[src/rtl/ram_b_responder_if.sv]
// Request/response bus between board-level request logic and the RAM_B responder.
interface ram_b_responder_if #(
  parameter int ADDR_W = 6
);
  logic              req;
  logic              req_write;
  logic [ADDR_W+1:0] req_addr;
  logic [1:0]        req_size;
  logic [31:0]       req_w_data;
  logic              req_ready;
  logic              rsp_valid;
  logic              rsp_ready;
  logic [31:0]       rsp_r_data;
  logic              rsp_err;
  logic              init_done;

  modport master (
    output req, req_write, req_addr, req_size, req_w_data, rsp_ready,
    input  req_ready, rsp_valid, rsp_r_data, rsp_err, init_done
  );

  modport slave (
    input  req, req_write, req_addr, req_size, req_w_data, rsp_ready,
    output req_ready, rsp_valid, rsp_r_data, rsp_err, init_done
  );
endinterface

[src/rtl/ram_b_responder.sv]
// Responder for the DEPTH x 32-bit RAM_B store: byte/half/word access with one response per request.
// Define RAM_B_INIT_EN to fill word i with {4{i}} after every reset before requests are accepted.
module ram_b_responder #(
  parameter int ADDR_W = 6
) (
  input  logic              clk,
  input  logic              rst,
  ram_b_responder_if.slave  bus
);
  localparam int DEPTH = 1 << ADDR_W;

  typedef enum logic [1:0] {ST_INIT, ST_IDLE, ST_RESP} state_t;

`ifdef RAM_B_INIT_EN
  localparam state_t RST_STATE = ST_INIT;
`else
  localparam state_t RST_STATE = ST_IDLE;
`endif

  state_t state, state_nxt;

  logic [ADDR_W-1:0] word_idx;
  logic [1:0]        lane;
  logic              accept;
  logic              req_err;

  logic              mem_we;
  logic [ADDR_W-1:0] mem_waddr;
  logic [31:0]       mem_wdata;
  logic [3:0]        mem_be;
  logic [31:0]       mem [DEPTH];

  logic [31:0]       rd_word_p0;
  logic [1:0]        lane_p0;
  logic [1:0]        size_p0;
  logic              wr_p0;
  logic              err_p0;
  logic              vld_p0;

`ifdef RAM_B_INIT_EN
  logic [ADDR_W-1:0] init_cnt;
`endif

  function automatic logic size_err(input logic [1:0] size, input logic [1:0] ln);
    case (size)
      2'b00:   return 1'b0;
      2'b01:   return ln[0];
      2'b10:   return (ln != 2'b00);
      default: return 1'b1;
    endcase
  endfunction

  function automatic logic [3:0] lane_mask(input logic [1:0] size, input logic [1:0] ln);
    case (size)
      2'b00:   return 4'b0001 << ln;
      2'b01:   return ln[1] ? 4'b1100 : 4'b0011;
      default: return 4'b1111;
    endcase
  endfunction

  // Replicating the right-aligned data lets the lane mask alone pick the target bytes.
  function automatic logic [31:0] lane_data(input logic [1:0] size, input logic [31:0] wdata);
    case (size)
      2'b00:   return {4{wdata[7:0]}};
      2'b01:   return {2{wdata[15:0]}};
      default: return wdata;
    endcase
  endfunction

  function automatic logic [31:0] lane_extract(input logic [31:0] word, input logic [1:0] size,
                                               input logic [1:0] ln);
    case (size)
      2'b00:   return {24'b0, word[{ln, 3'b000} +: 8]};
      2'b01:   return {16'b0, word[{ln[1], 4'b0000} +: 16]};
      default: return word;
    endcase
  endfunction

  assign word_idx      = bus.req_addr[ADDR_W+1:2];
  assign lane          = bus.req_addr[1:0];
  assign req_err       = size_err(bus.req_size, lane);
  assign bus.req_ready = (state == ST_IDLE) && !rst;
  assign accept        = bus.req && bus.req_ready;

  always_comb begin
    state_nxt = state;
    case (state)
`ifdef RAM_B_INIT_EN
      ST_INIT: if (&init_cnt) state_nxt = ST_IDLE;
`endif
      ST_IDLE: if (accept) state_nxt = ST_RESP;
      ST_RESP: if (bus.rsp_ready) state_nxt = ST_IDLE;
      default: state_nxt = ST_IDLE;
    endcase
  end

  always_comb begin
    mem_we    = accept && bus.req_write && !req_err;
    mem_waddr = word_idx;
    mem_wdata = lane_data(bus.req_size, bus.req_w_data);
    mem_be    = lane_mask(bus.req_size, lane);
`ifdef RAM_B_INIT_EN
    if (state == ST_INIT) begin
      mem_we    = !rst;
      mem_waddr = init_cnt;
      mem_wdata = {4{8'(init_cnt)}};
      mem_be    = 4'b1111;
    end
`endif
  end

  always_ff @(posedge clk or posedge rst) begin
    if (rst) begin
      state  <= RST_STATE;
      wr_p0  <= 1'b0;
      err_p0 <= 1'b0;
    end else begin
      state <= state_nxt;
      if (accept) begin
        wr_p0  <= bus.req_write;
        err_p0 <= req_err;
      end
    end
  end

`ifdef RAM_B_INIT_EN
  always_ff @(posedge clk or posedge rst) begin
    if (rst) begin
      init_cnt <= '0;
    end else if (state == ST_INIT) begin
      init_cnt <= init_cnt + 1'b1;
    end
  end
`endif

  // Stage p0: accept edge captures the pre-write array word and the access shape.
  always_ff @(posedge clk) begin
    if (accept) begin
      rd_word_p0 <= mem[word_idx];
      lane_p0    <= lane;
      size_p0    <= bus.req_size;
    end
  end

  always_ff @(posedge clk) begin
    for (int b = 0; b < 4; b++) begin
      if (mem_we && mem_be[b]) begin
        mem[mem_waddr][8*b +: 8] <= mem_wdata[8*b +: 8];
      end
    end
  end

  // Response outputs are gated by state so reset clears them without resetting the data registers.
  assign vld_p0         = (state == ST_RESP);
  assign bus.rsp_valid  = vld_p0;
  assign bus.rsp_err    = vld_p0 && err_p0;
  assign bus.rsp_r_data = (vld_p0 && !wr_p0 && !err_p0) ? lane_extract(rd_word_p0, size_p0, lane_p0)
                                                         : 32'b0;

`ifdef RAM_B_INIT_EN
  assign bus.init_done = (state != ST_INIT);
`else
  assign bus.init_done = 1'b1;
`endif
endmodule

[src/flat_wrapper.sv]
// flat-port wrapper written by rule: the top's interface ports become plain ports
module ram_b_responder_flat 
#(
  parameter int ADDR_W = 6
)
  (clk, rst, bus_req, bus_req_write, bus_req_addr, bus_req_size, bus_req_w_data, bus_rsp_ready, bus_req_ready, bus_rsp_valid, bus_rsp_r_data, bus_rsp_err, bus_init_done);
  ram_b_responder_if #(.ADDR_W(ADDR_W)) bus_i ();
  input  logic clk;
  input  logic rst;
  input wire logic [$bits(bus_i.req)-1:0] bus_req;
  input wire logic [$bits(bus_i.req_write)-1:0] bus_req_write;
  input wire logic [$bits(bus_i.req_addr)-1:0] bus_req_addr;
  input wire logic [$bits(bus_i.req_size)-1:0] bus_req_size;
  input wire logic [$bits(bus_i.req_w_data)-1:0] bus_req_w_data;
  input wire logic [$bits(bus_i.rsp_ready)-1:0] bus_rsp_ready;
  output wire logic [$bits(bus_i.req_ready)-1:0] bus_req_ready;
  output wire logic [$bits(bus_i.rsp_valid)-1:0] bus_rsp_valid;
  output wire logic [$bits(bus_i.rsp_r_data)-1:0] bus_rsp_r_data;
  output wire logic [$bits(bus_i.rsp_err)-1:0] bus_rsp_err;
  output wire logic [$bits(bus_i.init_done)-1:0] bus_init_done;
  assign bus_i.req = bus_req;
  assign bus_i.req_write = bus_req_write;
  assign bus_i.req_addr = bus_req_addr;
  assign bus_i.req_size = bus_req_size;
  assign bus_i.req_w_data = bus_req_w_data;
  assign bus_i.rsp_ready = bus_rsp_ready;
  assign bus_req_ready = bus_i.req_ready;
  assign bus_rsp_valid = bus_i.rsp_valid;
  assign bus_rsp_r_data = bus_i.rsp_r_data;
  assign bus_rsp_err = bus_i.rsp_err;
  assign bus_init_done = bus_i.init_done;
  ram_b_responder #(.ADDR_W(ADDR_W)) u_core (.clk(clk), .rst(rst), .bus(bus_i));
endmodule
[config.mk]
export PLATFORM = sky130hd
export DESIGN_NAME = ram_b_responder_flat
export DESIGN_NICKNAME = d
export VERILOG_FILES = /design/src/rtl/ram_b_responder_if.sv /design/src/rtl/ram_b_responder.sv /design/src/flat_wrapper.sv
export SDC_FILE = /design/constraint.sdc
export NUM_CORES = 2
export LEC_CHECK = 0
export CORE_ASPECT_RATIO = 1.75
export CORE_MARGIN = 4
export CORE_UTILIZATION = 45
export CTS_BUF_LIST = sky130_fd_sc_hd__clkbuf_16
export DETAILED_ROUTE_END_ITERATION = 8
export HOLD_SLACK_MARGIN = 0.05
export PLACE_DENSITY_LB_ADDON = 0.3
export SLEW_MARGIN = 30
export SYNTH_ARGS = -nofsm -noshare
export SYNTH_HDL_FRONTEND = slang
export SYNTH_SLANG_ARGS = --single-unit
export TNS_END_PERCENT = 5
[constraint.sdc]
create_clock -name clk -period 2.6 [get_ports clk]
set_input_delay 0.78 -clock clk [delete_from_list [all_inputs] [get_ports clk]]
set_output_delay 0.78 -clock clk [all_outputs]
set_load 0.1 [all_outputs]
### Word level (Yosys, flattened, before mapping)

Memory sizes are Yosys's and may differ from the RTL's. A register that Yosys moved wholly into a read port is not among the register bits.
Cells that the tools add are included.
Widths: inputs -> output; s select.

| storage, ports and cells | value |
|---|---|
| logic and storage cells | 52 |
| memories | 1 |
| bits of input ports | 47 |
| output and inout port bits | 36 |
| register bits after elaboration | 8 |
| bits in writable memories | 2048 |

| operators by class | value |
|---|---|
| equality and inequality tests | 7 |
| muxes and demuxes | 17 |
| reduce and logical (&&, ||, !) cells | 19 |
| shift operators | 3 |

Memories:

| name | depth | bits a word | rd ports | clocked after Yosys merged registers in | wr ports | line | source |
|---|---|---|---|---|---|---|---|
| u_core.mem | 64 | 32 | 1 | 1 | 1 | ram_b_responder.sv:31 | `logic [31:0] mem [DEPTH];` |

Operator list:

| cell | count |
|---|---|
| $pmux 32 s2 | 2 |
| $mux 32 | 1 |
| $shiftx 32x6->16 | 1 |
| $shiftx 32x6->8 | 1 |
| $logic_and 1x1->1 | 11 |
| $mux 1 | 8 |
| $pmux 4 s2 | 1 |
| $eq 2x1->1 const B | 3 |
| $eq 2x2->1 const B | 2 |
| $logic_not 1->1 | 4 |
| $logic_not 2->1 | 2 |
| $mux 2 | 2 |
| $mux 4 | 1 |
| $pmux 2 s2 | 1 |
| $shl 1x2->4 const A | 1 |
| $pmux 1 s3 | 1 |
| $ne 2x1->1 const B | 1 |
| $ne 2x2->1 const B | 1 |
| $reduce_and 2->1 | 1 |
| $reduce_bool 2->1 | 1 |

### Logic depth before layout (Yosys ltp)

| logic depth | value |
|---|---|
| word-level depth | 8 |
| gate-level depth with buffers | 9 |
| depth with buffers taken out | 6 |

### Least setup slack after synthesis

OpenSTA, ideal clock, no wires.

| timing path | value |
|---|---|
| path type | input to register |
| start | input bus_req_size[0] |
| end | memory u_core.mem[0][24], data pin |
| stages | 4 |
| setup time | 0.701 ns |
| arrival | 3.868 ns |
| buffers on the path | 2 |
| slack | -1.970 ns |
| required time | 1.899 ns |
| path through | clkbuf_1 -> buf_2 -> mux2i_1 -> o21ai_0 |

| on the way | value |
|---|---|
| longest elaborated chain between the ends | 2 |
| elaborated cells on any way between the ends | 3 |
| classes of those cells | eq/ne (1); mux (1); reduce/logical (1) |

Ends and longest elaborated chain:

| element | line | source |
|---|---|---|
| start, declared | flat_wrapper.sv:13 | `input wire logic [$bits(bus_i.req_size)-1:0] bus_req_size;` |
| $eq 2x1->1 / $logic_not 2->1 (equally long branches) | ram_b_responder.sv:63 | `case (size)` |
| $pmux 32 s2 (*) | ram_b_responder.sv:63 |  |
| net u_core.mem_wdata[24] | ram_b_responder.sv:29 | `logic [31:0] mem_wdata;` |
| end, declared | ram_b_responder.sv:31 |  |

Mark *: on every way through the listed nets, which the timed path passes. The rest lies on a longest branch.

### Worst setup path in the final report

| timing path | value |
|---|---|
| start | register u_core.size_p0[0] |
| end | output bus_rsp_r_data[5] |

| on the way | value |
|---|---|
| longest elaborated chain between the ends | 3 |
| elaborated cells on any way between the ends | 4 |
| classes of those cells | eq/ne (1); mux (2); reduce/logical (1) |

Ends and longest elaborated chain:

| element | line | source |
|---|---|---|
| start, declared | ram_b_responder.sv:35 | `logic [1:0] size_p0;` |
| start signal, assigned | ram_b_responder.sv:141 | `size_p0 <= bus.req_size;` |
| $eq 2x1->1 / $logic_not 2->1 (equally long branches) | ram_b_responder.sv:72 | `case (size)` |
| $pmux 32 s2 (*) | ram_b_responder.sv:72 |  |
| $mux 32 (*) | ram_b_responder.sv:157 | `assign bus.rsp_r_data = (vld_p0 && !wr_p0 && !err_p0) ? lane_extract(rd_word_p0, size_p0, lane_p0)` |
| end, declared | flat_wrapper.sv:18 | `output wire logic [$bits(bus_i.rsp_r_data)-1:0] bus_rsp_r_data;` |

Mark *: on every way between the ends. The rest lies on a longest branch, timed or not.

==> summary.md <==
| Metric | Value |
|---|---|
| Period utilisation layout | 120% |
| Sequential cell area | 62,700 µm² |
| Finish-stage setup viols | 36 |
| Die Area | 188,000 µm² |
| EDFF count, synth | 2,084 |
| Die Y | 570 µm |
| Top_reg_cell synth | edfxtp_1 |
| Startpoint Class | flip-flop |
| PnR worst setup slack | -0.519 ns |
| RSZ-0062 raised after global routing | true |
| # port buffers | 81 |
| CTS tree | done |
| Slew Limit Fails | 0 |
| Sink Count | 2,088 |
| Ratio of cells with drive above 1 in the final layout | 33.0% |
| Initial Utilization | 45.2% |
| Worst skew pair latency | 0.84 ns |
| Worst Path Required | 1.82 ns |
| WP data arrival | 2.34 ns |
| Pleak | 33.3 nW |
| Pre-Repair DR Iteration Count | 6 |
| CP cell instances | nor2b_4, buf_8, nor3b_4, a21oi_2, o221a_2, buf_12 |
| Rows | 206 |
| Initial antenna violation count | 8 |
| Fill cell count | 13,600 |
| First-pass GRT wire length | 345,000 µm |
| Io pins | 83 |
| GRT Overall Usage | 26.0% |
| Post-Layout Cell Count | 7,732 |
| Largest fanout on the critical path | 7 |
| Via count | 46,300 |
| DRC | 0 |
| Area growth syn-to-layout | 24.2% |
| Yosys cell types | 60 |
| Largest net degree at the start of global routing | 65 |
| Failing checks | setup timing |
| Clock Skew | 0.0499 ns |
| Root buf cell | clkbuf_16 |
| Layout Nets | 5,249 |
| Slew margin rel. | 43.8% |
| Largest delay share family, worst path | compound AO/OA/AOI/OAI gates |
| Antenna-violating nets left | 0 |
| Outcome | finished, violations left |
| Peak VDD IR | 0.000624 V |
| CP max-delay cell | edfxtp_1 |
| Via density per instance | 5.99 |
| Placed insts | 7,410 |
| Bufs on Longest Clock Path | 4 |
| Worst-path clk slew | 0.07 ns |
| Register area share after synthesis | 77.1% |
| Total core area | 180,000 µm² |
| Routed len/inst | 31.8 µm |
| Hold Path Class | in -> async |
| Final Critical Period | 3.12 ns |
| Total gr overflow | 0 |
| Flip-flop and latch count after synthesis | 2,088 |
| Final Hold Fails | 0 |
| CP max stage delay | 0.44 ns |
| Syn. warnings | 0 |
| PwrDens | 670 nW/µm² |
| Hold buffer count at cts | 0 |
| Die width | 329 µm |
| Asr flop ratio synth | 0.192% |
| # H-tree levels | 4 |
| Post-DP HPWL | 175,000 µm |
| Mapped cell area | 81,300 µm² |
| Synth Net Count | 4,375 |
| Maximum capacitance violations | 0 |
| Total CTS buffers | 176 |
| Routed WL | 246,000 µm |
| Multi-input gate area | 18,000 µm² |
| Iter 0 DRT Violations | 4,988 |
| Gp weighted congestion | 0.962 |
| Sum of negative setup slack | -10.76 ns |
| Fmax achieved | 321 MHz |
| WP buf/inv | 2 |
| Setup CP Type | reg -> out |
| Slew @ Worst Pin | 0.843 ns |
| CP Capture Type | primary output |
| Vias in the first global route | 47,100 |
| Avg Inst Size Synth | 18.8 µm² |
| Mapped Cells | 4,328 |
-- flip-flops by register name, summed over array words and instances, names as in the netlist --
name               cells
u_core.wr_p0           1
u_core.lane_p0         2
u_core.size_p0         2
u_core.state           2
u_core.err_p0          1
u_core.rd_word_p0     32
u_core.mem          2048
-- kinds of logic (layout without fill, tap and decap cells) --
| kind of cell | Yosys count | count (layout) | share of synthesized area [%] |
|---|---|---|---|
| AO/OA/AOI/OAI | 724 | 724 | 6.58 |
| other | 1 | 5 | 0.00461 |
| XOR/XNOR | 1 | 1 | 0.0108 |
| flip-flops | 2088 | 2088 | 77.1 |
| AND/OR/NAND/NOR | 587 | 587 | 3.02 |
| buffers and inverters | 312 | 1320 | 1.86 |
| multiplexers | 615 | 615 | 11.4 |
-- where the power goes --
part	internal, mW	switching (mW)	total [mW]
Sequential	37.3	0.0890	37.4
Combinational	1.84	2.99	4.83
Clock	13.7	11.8	25.4
-- what timing repair did --
action	CTS	global route
gates cloned	1	0
resized for setup	60	18
buffers inserted	5	0
pin swaps	13	14
hold endpoints to repair	0	0
setup endpoints to repair	39	39
-- placed cells by master (no fill, tap or decap), drive strengths merged, types with 12 or more instances in the layout --
master	count
o21ai	167
edfxtp	2084
o22ai	61
clkbuf	179
buf	960
a21oi	21
mux2	31
inv	53
nand2	108
o22a	57
mux4	245
nor2	397
clkinv	72
a221oi	237
mux2i	339
a22oi	117
nor3b	15
nor2b	12
o2111ai	28
clkdlybuf4s50	34
and3	22
-- cells in the mapped netlist, types with 4 or more instances --
| cell | number | area share, % |
|---|---|---|
| a21oi_1 | 21 | 0.13 |
| clkbuf_1 | 127 | 0.59 |
| nand4_1 | 4 | 0.031 |
| and2_1 | 4 | 0.031 |
| o2111ai_1 | 28 | 0.30 |
| and3_1 | 22 | 0.17 |
| inv_1 | 11 | 0.051 |
| mux4_2 | 245 | 6.8 |
| nand2b_1 | 4 | 0.031 |
| buf_4 | 19 | 0.18 |
| nor2_1 | 395 | 1.8 |
| mux2i_1 | 339 | 4.2 |
| buf_6 | 12 | 0.17 |
| nand2_1 | 108 | 0.50 |
| a22oi_1 | 117 | 1.1 |
| nor3_1 | 5 | 0.031 |
| buf_2 | 129 | 0.79 |
| o21ai_0 | 167 | 1.0 |
| a221oi_1 | 237 | 2.6 |
| mux2_2 | 29 | 0.40 |
| a31oi_1 | 4 | 0.031 |
| o22a_1 | 57 | 0.61 |
| o221a_2 | 7 | 0.097 |
| o22ai_1 | 61 | 0.47 |
| nor2b_1 | 11 | 0.085 |
| edfxtp_1 | 2084 | 77 |
| nor3b_1 | 12 | 0.11 |
| buf_1 | 10 | 0.046 |
-- worst register-to-register path, cell delays in order (launching register included) --
cell and delay, ns:
edfxtp_1 0.40, mux4_2 0.49, mux2i_1 0.20, o22ai_1 0.24
buf_4 0.22, nor2_1 0.30, o2111ai_4 0.28, buf_4 0.21
-- final cells by class --
class / count / area share (%)
Antenna cell: 4 / 0.00992
Timing Repair Buffer: 994 / 11.6
Tap cell: 2392 / 2.97
Multi-Input combinational cell: 1928 / 17.8
Clock buffer: 179 / 4.44
Clock inverter: 133 / 0.973
Inverter: 14 / 0.0645
Sequential cell: 2088 / 62.1
-- worst paths after layout --
kind	start	to	slack (ns)	cells past startpoint
max	u_core.size_p0[0]	bus_rsp_r_data[5]	-0.52	6
min	rst	u_core.err_p0	0.27	2
max reg2reg	u_core.mem[60][3]	u_core.rd_word_p0[3]	0.04	7
min reg2reg	u_core.err_p0	u_core.err_p0	0.58	2
max in group asynchronous	rst	u_core.state[0]	2.10	2
min in group clk	bus_req_size[1]	u_core.err_p0	0.42	3
-- through the flow --
step / worst slack (ns) / total power [mW] / hold WS [ns] / util [%] / area (µm²)
final: -0.519 / 67.7 / 0.271 / 56.1 / 101000
after global placement: -0.997 / 42.8 / 0.516 / 52.8 / 95100
after detailed placement: -1.00 / 42.8 / 0.523 / 52.8 / 95100
after global routing: -0.524 / 69.5 / 0.277 / 56.1 / 101000
after CTS: -0.469 / 67.9 / 0.245 / 56.0 / 101000
after floorplan: -1.11 / 40.3 / 0.463 / - / 81800
-- routing by layer --
metal | share of wire [%] | track usage [%]
met5 | 0.013 | 0
met4 | 8.7 | 18.6
met3 | 7.0 | 3.89
met2 | 51 | 45.1
met1 | 33 | 29.3
(Power assumes the default switching activity.)
